File: src/rtl/framebuffer_arbiter.sv
// Framebuffer SDRAM arbiter: shares one SDRAM port between the scanout
// reader and the pixel generator. The reader fills the scanout FIFO in
// fixed uninterruptible bursts. The writer streams generator words in
// bounded bursts into the back buffer. Reads always win over writes.
//
// Handshakes:
//   wr_valid/wr_ready : wr_data is consumed on the clock edge that ends a
//                       cycle in which both are 1. wr_ready may depend on
//                       wr_valid in the same cycle, and is never 1 unless
//                       a word is taken.
//   data_read_valid   : one read word per cycle in READ. It is forwarded to
//                       the FIFO combinationally.
//   data_write_done   : the SDRAM accepted data_write in WRITE this cycle.
//
// The FSM state is visible on command, which equals the state encoding.
module framebuffer_arbiter #(
  parameter int ADDR_WIDTH         = 22,
  parameter int DATA_WIDTH         = 32,
  parameter int READ_BURST_LENGTH  = 8,
  parameter int WRITE_BURST_LENGTH = 8,
  parameter int FRAME_WORDS        = 96000,
  parameter int BUFFER1_BASE       = 96000,
  parameter int DOUBLE_BUFFER      = 1,
  parameter int FIFO_DEPTH         = 1024,
  parameter int USED_WIDTH         = 10,
  parameter int LOW_THRESHOLD      = 256
) (
  input  logic                  clk,
  input  logic                  reset,
  output logic [1:0]            command,
  output logic [ADDR_WIDTH-1:0] data_address,
  output logic [DATA_WIDTH-1:0] data_write,
  input  logic [DATA_WIDTH-1:0] data_read,
  input  logic                  data_read_valid,
  input  logic                  data_write_done,
  input  logic [DATA_WIDTH-1:0] wr_data,
  input  logic                  wr_valid,
  output logic                  wr_ready,
  output logic [DATA_WIDTH-1:0] fifo_wr_data,
  output logic                  fifo_wr_en,
  input  logic [USED_WIDTH-1:0] fifo_wrusedw,
  output logic                  first_data_ready,
  output logic                  front_buffer,
  output logic                  frame_written
);

  localparam logic [1:0] ST_IDLE  = 2'd0;
  localparam logic [1:0] ST_WRITE = 2'd1;
  localparam logic [1:0] ST_READ  = 2'd2;

  localparam int RCW = $clog2(READ_BURST_LENGTH + 1);
  localparam int WCW = $clog2(WRITE_BURST_LENGTH + 1);

  localparam logic [ADDR_WIDTH-1:0] LAST_OFFSET = ADDR_WIDTH'(FRAME_WORDS - 1);
  localparam logic [ADDR_WIDTH-1:0] BASE1       = ADDR_WIDTH'(BUFFER1_BASE);
  localparam logic [USED_WIDTH-1:0] LOW_LEVEL   = USED_WIDTH'(LOW_THRESHOLD);
  localparam logic [USED_WIDTH-1:0] HIGH_LEVEL  = USED_WIDTH'(FIFO_DEPTH - READ_BURST_LENGTH);
  localparam logic [RCW-1:0]        READ_LAST   = RCW'(READ_BURST_LENGTH - 1);
  localparam logic [WCW-1:0]        WRITE_LAST  = WCW'(WRITE_BURST_LENGTH - 1);
  localparam logic                  DOUBLE      = (DOUBLE_BUFFER != 0);

  logic [1:0]            state;
  logic [ADDR_WIDTH-1:0] rd_offset;
  logic [ADDR_WIDTH-1:0] wr_offset;
  logic [RCW-1:0]        rd_count;
  logic [WCW-1:0]        wr_count;
  logic                  fill;
  logic                  fill_next;
  logic                  swap_pending;
  logic                  stalled;
  logic                  rd_word;
  logic                  wr_word;
  logic                  rd_wrap;
  logic                  wr_wrap;
  logic                  rd_burst_end;
  logic                  wr_burst_end;
  logic                  start_read;
  logic                  start_write;
  logic                  take_word;
  logic [ADDR_WIDTH-1:0] read_base;
  logic [ADDR_WIDTH-1:0] write_base;

  // Fill hysteresis and the transfer events of the current cycle.
  always_comb begin
    fill_next = fill;
    if (fifo_wrusedw <= LOW_LEVEL) fill_next = 1'b1;
    if (fifo_wrusedw >= HIGH_LEVEL) fill_next = 1'b0;
    stalled      = DOUBLE && swap_pending;
    rd_word      = (state == ST_READ) && data_read_valid;
    wr_word      = (state == ST_WRITE) && data_write_done;
    rd_wrap      = (rd_offset == LAST_OFFSET);
    wr_wrap      = (wr_offset == LAST_OFFSET);
    rd_burst_end = rd_word && (rd_count == READ_LAST);
    wr_burst_end = wr_word && ((wr_count == WRITE_LAST) || !wr_valid || wr_wrap);
    start_read   = (state == ST_IDLE) && fill_next;
    start_write  = (state == ST_IDLE) && !fill_next && wr_valid && !stalled;
    take_word    = !reset && (start_write || (wr_word && !wr_burst_end));
  end

  // Address generation: reads from the front buffer, writes to the other one.
  always_comb begin
    read_base    = front_buffer ? BASE1 : '0;
    write_base   = (DOUBLE && !front_buffer) ? BASE1 : '0;
    data_address = read_base + rd_offset;
    if (state == ST_WRITE) data_address = write_base + wr_offset;
    if (reset) data_address = '0;
  end

  assign command      = state;
  assign wr_ready     = take_word;
  assign fifo_wr_en   = !reset && rd_word;
  assign fifo_wr_data = data_read;

  // Arbitration FSM with burst word counters.
  always_ff @(posedge clk) begin
    if (reset) begin
      state    <= ST_IDLE;
      rd_count <= '0;
      wr_count <= '0;
    end else begin
      case (state)
        ST_IDLE: begin
          if (start_read) begin
            state    <= ST_READ;
            rd_count <= '0;
          end else if (start_write) begin
            state    <= ST_WRITE;
            wr_count <= '0;
          end
        end
        ST_READ: begin
          if (rd_word) begin
            rd_count <= rd_count + RCW'(1);
            if (rd_burst_end) state <= ST_IDLE;
          end
        end
        ST_WRITE: begin
          if (wr_word) begin
            wr_count <= wr_count + WCW'(1);
            if (wr_burst_end) state <= ST_IDLE;
          end
        end
        default: state <= ST_IDLE;
      endcase
    end
  end

  // Frame offsets, wrapping at the end of the frame even mid-burst.
  always_ff @(posedge clk) begin
    if (reset) begin
      rd_offset <= '0;
      wr_offset <= '0;
    end else begin
      if (rd_word) rd_offset <= rd_wrap ? '0 : rd_offset + ADDR_WIDTH'(1);
      if (wr_word) wr_offset <= wr_wrap ? '0 : wr_offset + ADDR_WIDTH'(1);
    end
  end

  // Buffer swap: a finished frame waits until scanout wraps before flipping.
  always_ff @(posedge clk) begin
    if (reset) begin
      swap_pending     <= 1'b0;
      front_buffer     <= 1'b0;
      frame_written    <= 1'b0;
      first_data_ready <= 1'b0;
      fill             <= 1'b0;
    end else begin
      fill          <= fill_next;
      frame_written <= wr_word && wr_wrap;
      if (rd_burst_end) first_data_ready <= 1'b1;
      if (wr_word && wr_wrap && DOUBLE) swap_pending <= 1'b1;
      if (rd_word && rd_wrap && swap_pending) begin
        front_buffer <= ~front_buffer;
        swap_pending <= 1'b0;
      end
    end
  end

  // Write data register, loaded whenever a generator word is accepted.
  always_ff @(posedge clk) begin
    if (reset) data_write <= '0;
    else if (take_word) data_write <= wr_data;
  end

endmodule
File: config.mk
export PLATFORM = sky130hd
export DESIGN_NAME = framebuffer_arbiter
export DESIGN_NICKNAME = d
export VERILOG_FILES = /design/src/rtl/framebuffer_arbiter.sv
export SDC_FILE = /design/constraint.sdc
export NUM_CORES = 1
export LEC_CHECK = 0
export BUFFER_PORTS_ARGS = -buffer_cell sky130_fd_sc_hd__buf_2
export CELL_PAD_IN_SITES_DETAIL_PLACEMENT = 1
export CELL_PAD_IN_SITES_GLOBAL_PLACEMENT = 2
export CORE_AREA = 3 3 141 143
export CTS_BUF_LIST = sky130_fd_sc_hd__clkbuf_8
export CTS_CLUSTER_SIZE = 40
export DETAILED_ROUTE_END_ITERATION = 10
export DIE_AREA = 0 0 144 146
export PLACE_DENSITY = 0.84
export SYNTH_ARGS = -nofsm -noshare
export SYNTH_HDL_FRONTEND = slang
export SYNTH_SLANG_ARGS = --single-unit
File: constraint.sdc
create_clock -name clk -period 4.15 [get_ports clk]
set_clock_uncertainty 0.2 [all_clocks]
set_input_delay 1.245 -clock clk [delete_from_list [all_inputs] [get_ports clk]]
set_output_delay 1.245 -clock clk [all_outputs]
set_load 0.01 [all_outputs]
Yosys cells after proc, flatten, opt, wreduce, memory -nomap -nowiden
Cells that the tools add are included.

Bits in registers: 91. Bits of input ports: 79. Output and inout bits: 93. Logic and storage cells: 85.

Add/subtract/negate cells: 6. Order comparisons: 2. Equality and inequality tests: 14. Multiplexer cells: 22. Bitwise logic cells: 1. Reductions and logical operators: 29.

Operators with widths (count): 2-to-1 mux 22 bit (4); adder 17 x 22 -> 22 bit (2); adder 22 x 1 -> 22 bit, second input constant (2); equality test 22 x 17 -> 1 bit, second input constant (2); 2-to-1 mux 17 bit (2); 2-to-1 mux 4 bit (5); case mux 4 bit (2 select lines) (2); logical AND 1 bit (14); inequality test 2 bit, second input constant (7); 2-to-1 mux 2 bit (6); >= comparator 10 bit, second input constant (1); less-or-equal comparator 10 x 9 -> 1 bit, second input constant (1); adder 4 x 1 -> 4 bit, second input constant (2); equality test 4 x 3 -> 1 bit, second input constant (2); case mux 2 bit (3 select lines) (1); logical NOT 1 bit (5); AND reduction 5 bit (1); AND reduction 4 bit (1); nonzero test 2 bit (2); logical OR 1 bit (3); inequality test 3 bit, second input constant (1); AND reduction 3 bit (1); equality test 2 x 1 -> 1 bit, second input constant (1); equality test 2 bit, second input constant (1); other kinds (4) (5).

Logic depth before layout (Yosys ltp)
Depth in word-level cells: 10. Mapped depth: 8. Mapped depth without buffers: 8.

Worst setup path after synthesis
OpenSTA, ideal clock, no wires.

Kind: input -> output. Start point: input fifo_wrusedw[1]. End point: output wr_ready. Arrival time: 2.529 ns. Data required time: 2.705 ns. Setup slack: 0.176 ns. Stages on the path: 7. Path buffers: 2. Cells stage by stage: nor4_1 > a21oi_1 > o2111ai_1 > o31a_1 > buf_6 > buf_12 > nor2_1.

Longest elaborated chain between the ends: 9. Elaborated cells between the ends (all ways): 10. Those cells by class: 2 x order compare; 2 x mux; 6 x reduce/logical.

Ends and longest elaborated chain: start: declaration (line 41) `input logic [USED_WIDTH-1:0] fifo_wrusedw,`; less-or-equal comparator 10 x 9 -> 1 bit (line 86) `if (fifo_wrusedw <= LOW_LEVEL) fill_next = 1'b1;`; 2-to-1 mux 1 bit (line 86); 2-to-1 mux 1 bit (*) (line 87) `if (fifo_wrusedw >= HIGH_LEVEL) fill_next = 1'b0;`; logical NOT 1 bit (*) (line 96) `start_write = (state == ST_IDLE) && !fill_next && wr_valid && !stalled;`; logical AND 1 bit (*) (3 in a row) (line 96); logical OR 1 bit (*) (line 97) `take_word = !reset && (start_write || (wr_word && !wr_burst_end));`; logical AND 1 bit (*) (line 97); end: declaration (line 38) `output logic wr_ready,`.

Every way passes the cells marked *; elsewhere a longest branch is shown, timed or not.

Worst setup path after layout
Start point: register front_buffer. End point: output data_address[21].

Longest elaborated chain between the ends: 4. Elaborated cells between the ends (all ways): 6. Those cells by class: 2 x add/sub; 4 x mux.

Ends and longest elaborated chain: start: declaration (line 43) `output logic front_buffer,`; start signal: assignment (line 173) `front_buffer <= ~front_buffer;`; 2-to-1 mux 17 bit (line 103) `write_base = (DOUBLE && !front_buffer) ? BASE1 : '0;`; via write_base[10] (line 81) `logic [ADDR_WIDTH-1:0] write_base;`; adder 17 x 22 -> 22 bit (line 105) `if (state == ST_WRITE) data_address = write_base + wr_offset;`; 2-to-1 mux 22 bit (line 105); 2-to-1 mux 22 bit (line 106) `if (reset) data_address = '0;`; end: declaration (line 31) `output logic [ADDR_WIDTH-1:0] data_address,`.

The timed path passes the listed nets, and every way through them passes these cells.

==> results.cfg <==
[clock_tree]
cts_hold_buf = 0
h-tree-depth = 3
tritoncts = yes
clock_latency_ns = 0.37
cts_root_buf = clkbuf_8
cts.sinks = 91
cts_buffers = 9
cts_buffer_depth = 2
clk_pin_slew_ns = 0.10

[pwr]
netSwitchingFraction_pct = 28.5
leakagePower_nw = 2.69
power_frac_seq_pct = 51.1
p_int_w = 0.00130
p_clk_share_pct = 35.5
powerDensity_mw_per_mm2 = 277
ir_worst_vdd_mv = 0.131
totalPowerFinal_w = 0.00181
p_sw_w = 0.000517
combPwrFrac_pct = 13.4

[logic_synthesis]
synth.distinct_cells = 53
syn_area_mm2 = 0.00562
synthArstFlopShare_pct = 0
syn_area_per_cell_um2 = 8.23
yosysSeqAreaShare_pct = 32.4
synth-warning-count = 0
postSynthCellCount = 683
synth-seq-cells = 91
synth_ff_type = dfxtp_1
synth-edff-count = 0
syn_nets = 782

[status]
status = completed

[die]
core_area_mm2 = 0.0187
die_h_um = 146
dieArea_mm2 = 0.0210
fp.dieW_um = 144
rows = 50
start_util_pct = 30.1
ios = 172

[sta]
hold_viol_final = 0
whs_ns = 0.281
setup_viol = 0
worstMarginPinSlew_ns = 0.863
final_max_slew_viol_count = 0
min_period_ns = 4.10
max_slew_margin_pct = 42.5
grt_setup_unrepaired = yes
finalCritPeriodShare_pct = 98.7
fmax_mhz = 244

[layout]
drive_gt1_share_pct = 23.2
diodes = 0
utilization_pct = 35.0
mostFrequentLayoutCell = buf_2
final_cell_mix = buf_2, dfxtp_1, nand2b_1
nets = 853
syn2layout_area_growth_pct = 16.5

[placement]
port_buffers = 107
hpwlAfterDp_mm = 11.7
globalplace.congestion = 0.823

[worst_setup_path]
end_kind = output pin
critPathKind = reg -> out
critPathRequiredTime_ns = 2.70
start_kind = flip-flop
path_max_fanout = 8
worstPathArrival_ns = 2.65

[route]
ant_nets = 0
routed_wl_mm = 16.0
dr_total_vias = 4956
firstDrtPassIters = 4
drc = 0
drtIter0Drc = 143
via_per_inst = 4.99
wl_per_cell_um = 16.1

[global_route]
grt_usage_pct = 14.3
overflow = 0
grt_max_degree = 59
grt_pass1_vias = 4841
grt_pass1_wl_mm = 24.7
antenna_found_initial = 1

[min_path]
min_path_type = reg -> reg

[job]
max-cap-violations = 0
cell usage after synthesis, types with 2 or more instances:
master | instances | area share, %
a211oi_1 | 7 | 0.93
a21o_1 | 5 | 0.67
a21oi_1 | 34 | 3.0
a31o_2 | 2 | 0.31
a31oi_1 | 2 | 0.22
and2_1 | 3 | 0.33
and3_1 | 6 | 0.67
and4_1 | 2 | 0.31
buf_1 | 3 | 0.20
buf_12 | 3 | 1.1
buf_2 | 7 | 0.62
buf_4 | 33 | 4.4
buf_6 | 2 | 0.40
clkbuf_1 | 22 | 1.5
dfxtp_1 | 91 | 32
fa_1 | 2 | 0.71
ha_1 | 18 | 4.0
inv_1 | 14 | 0.93
mux2i_1 | 32 | 5.7
nand2_1 | 58 | 3.9
nand2b_1 | 72 | 8.0
nand3_1 | 25 | 2.2
nand4_1 | 20 | 2.2
nor2_1 | 60 | 4.0
nor2b_1 | 3 | 0.33
nor3_1 | 26 | 2.3
nor4_1 | 16 | 1.8
o2111ai_1 | 2 | 0.31
o211ai_1 | 2 | 0.27
o21a_1 | 2 | 0.27
o21ai_0 | 11 | 0.98
o21bai_1 | 3 | 0.40
o22ai_1 | 8 | 0.89
or2_2 | 2 | 0.22
or3_1 | 6 | 0.67
xnor2_1 | 34 | 5.3
xor2_1 | 29 | 4.5
stage by stage:
stage                     setup TNS (ns)  std cells  worst slack, ns  instance area, µm²
after floorplan                        0        683            0.176                5620
after global placement                 0        965            0.174                6070
after detailed placement               0        965            0.146                6070
after CTS                              0        985          0.00407                6320
after global routing              -0.198        993          -0.0912                6550
final                                  0        993           0.0525                6550
power by group through the flow:
stage | Sequential (W) | Combinational (W) | Clock, W
finish | 0.000927 | 0.000243 | 0.000644
floorplan | 0.000960 | 0.000182 | 0
global route | 0.000931 | 0.000269 | 0.000698
global placement | 0.000946 | 0.000243 | 0
detailed placement | 0.000948 | 0.000246 | 0
CTS | 0.000928 | 0.000247 | 0.000675
worst max-delay path, cell delays in order (launching register included):
cell and delay (ns):
dfxtp_4 0.37, clkinvlp_4 0.21, buf_6 0.19, ha_4 0.28, nand4_1 0.10, o2111a_1 0.33, or3_4 0.35, xor2_2 0.17
o22ai_2 0.13, buf_2 0.16
kinds of logic (layout without fill, tap and decap cells):
group,Yosys count,in the layout,synth area share (%)
fa+ha+maj,20,20,4.72
buf+inv,84,160,9.10
simple gates,305,305,28.3
mux,32,32,5.70
xor+xnor,63,63,9.82
compound gates,88,88,9.95
flops,91,91,32.4
per-layer routing:
metal  GRT usage, %  up-vias  wire (µm)
met5              0        -         12
met4           3.86        2        216
met3           3.45       18       1010
met2           22.3      131       6950
met1           19.8     2343       7800
li1               -     2462          -
sequential cells by signal, indices dropped and copies added, names as in the netlist:
name              flops
data_write           32
rd_offset            22
wr_offset            22
rd_count              4
wr_count              4
command               2
fill                  1
first_data_ready      1
frame_written         1
front_buffer          1
stalled               1
path summary, 6_finish.rpt:
path | slack [ns] | cells after the start | start | end
worst max-delay path | 0.05 | 9 | front_buffer | data_address[21]
worst min-delay path | 0.28 | 2 | data_write[11] | data_write[11]
worst max register to register | 1.48 | 5 | wr_offset[11] | data_write[2]
worst min register to register | 0.28 | 2 | data_write[11] | data_write[11]
layout make-up:
type	instances	area, µm²
Fill cell	2286	12200
Multi-Input combinational cell	508	3440
Sequential cell	91	1830
Timing Repair Buffer	130	734
Tap cell	234	293
Clock buffer	9	124
Clock inverter	7	77.6
Inverter	14	56.3
timing repair:
item                                    in CTS  in global routing
setup buffers                                4                  8
pin swaps                                    1                 15
resized for setup                            6                 35
endpoints found under the setup margin       5                  8
No activity file was read; power rests on OpenSTA's default activity.
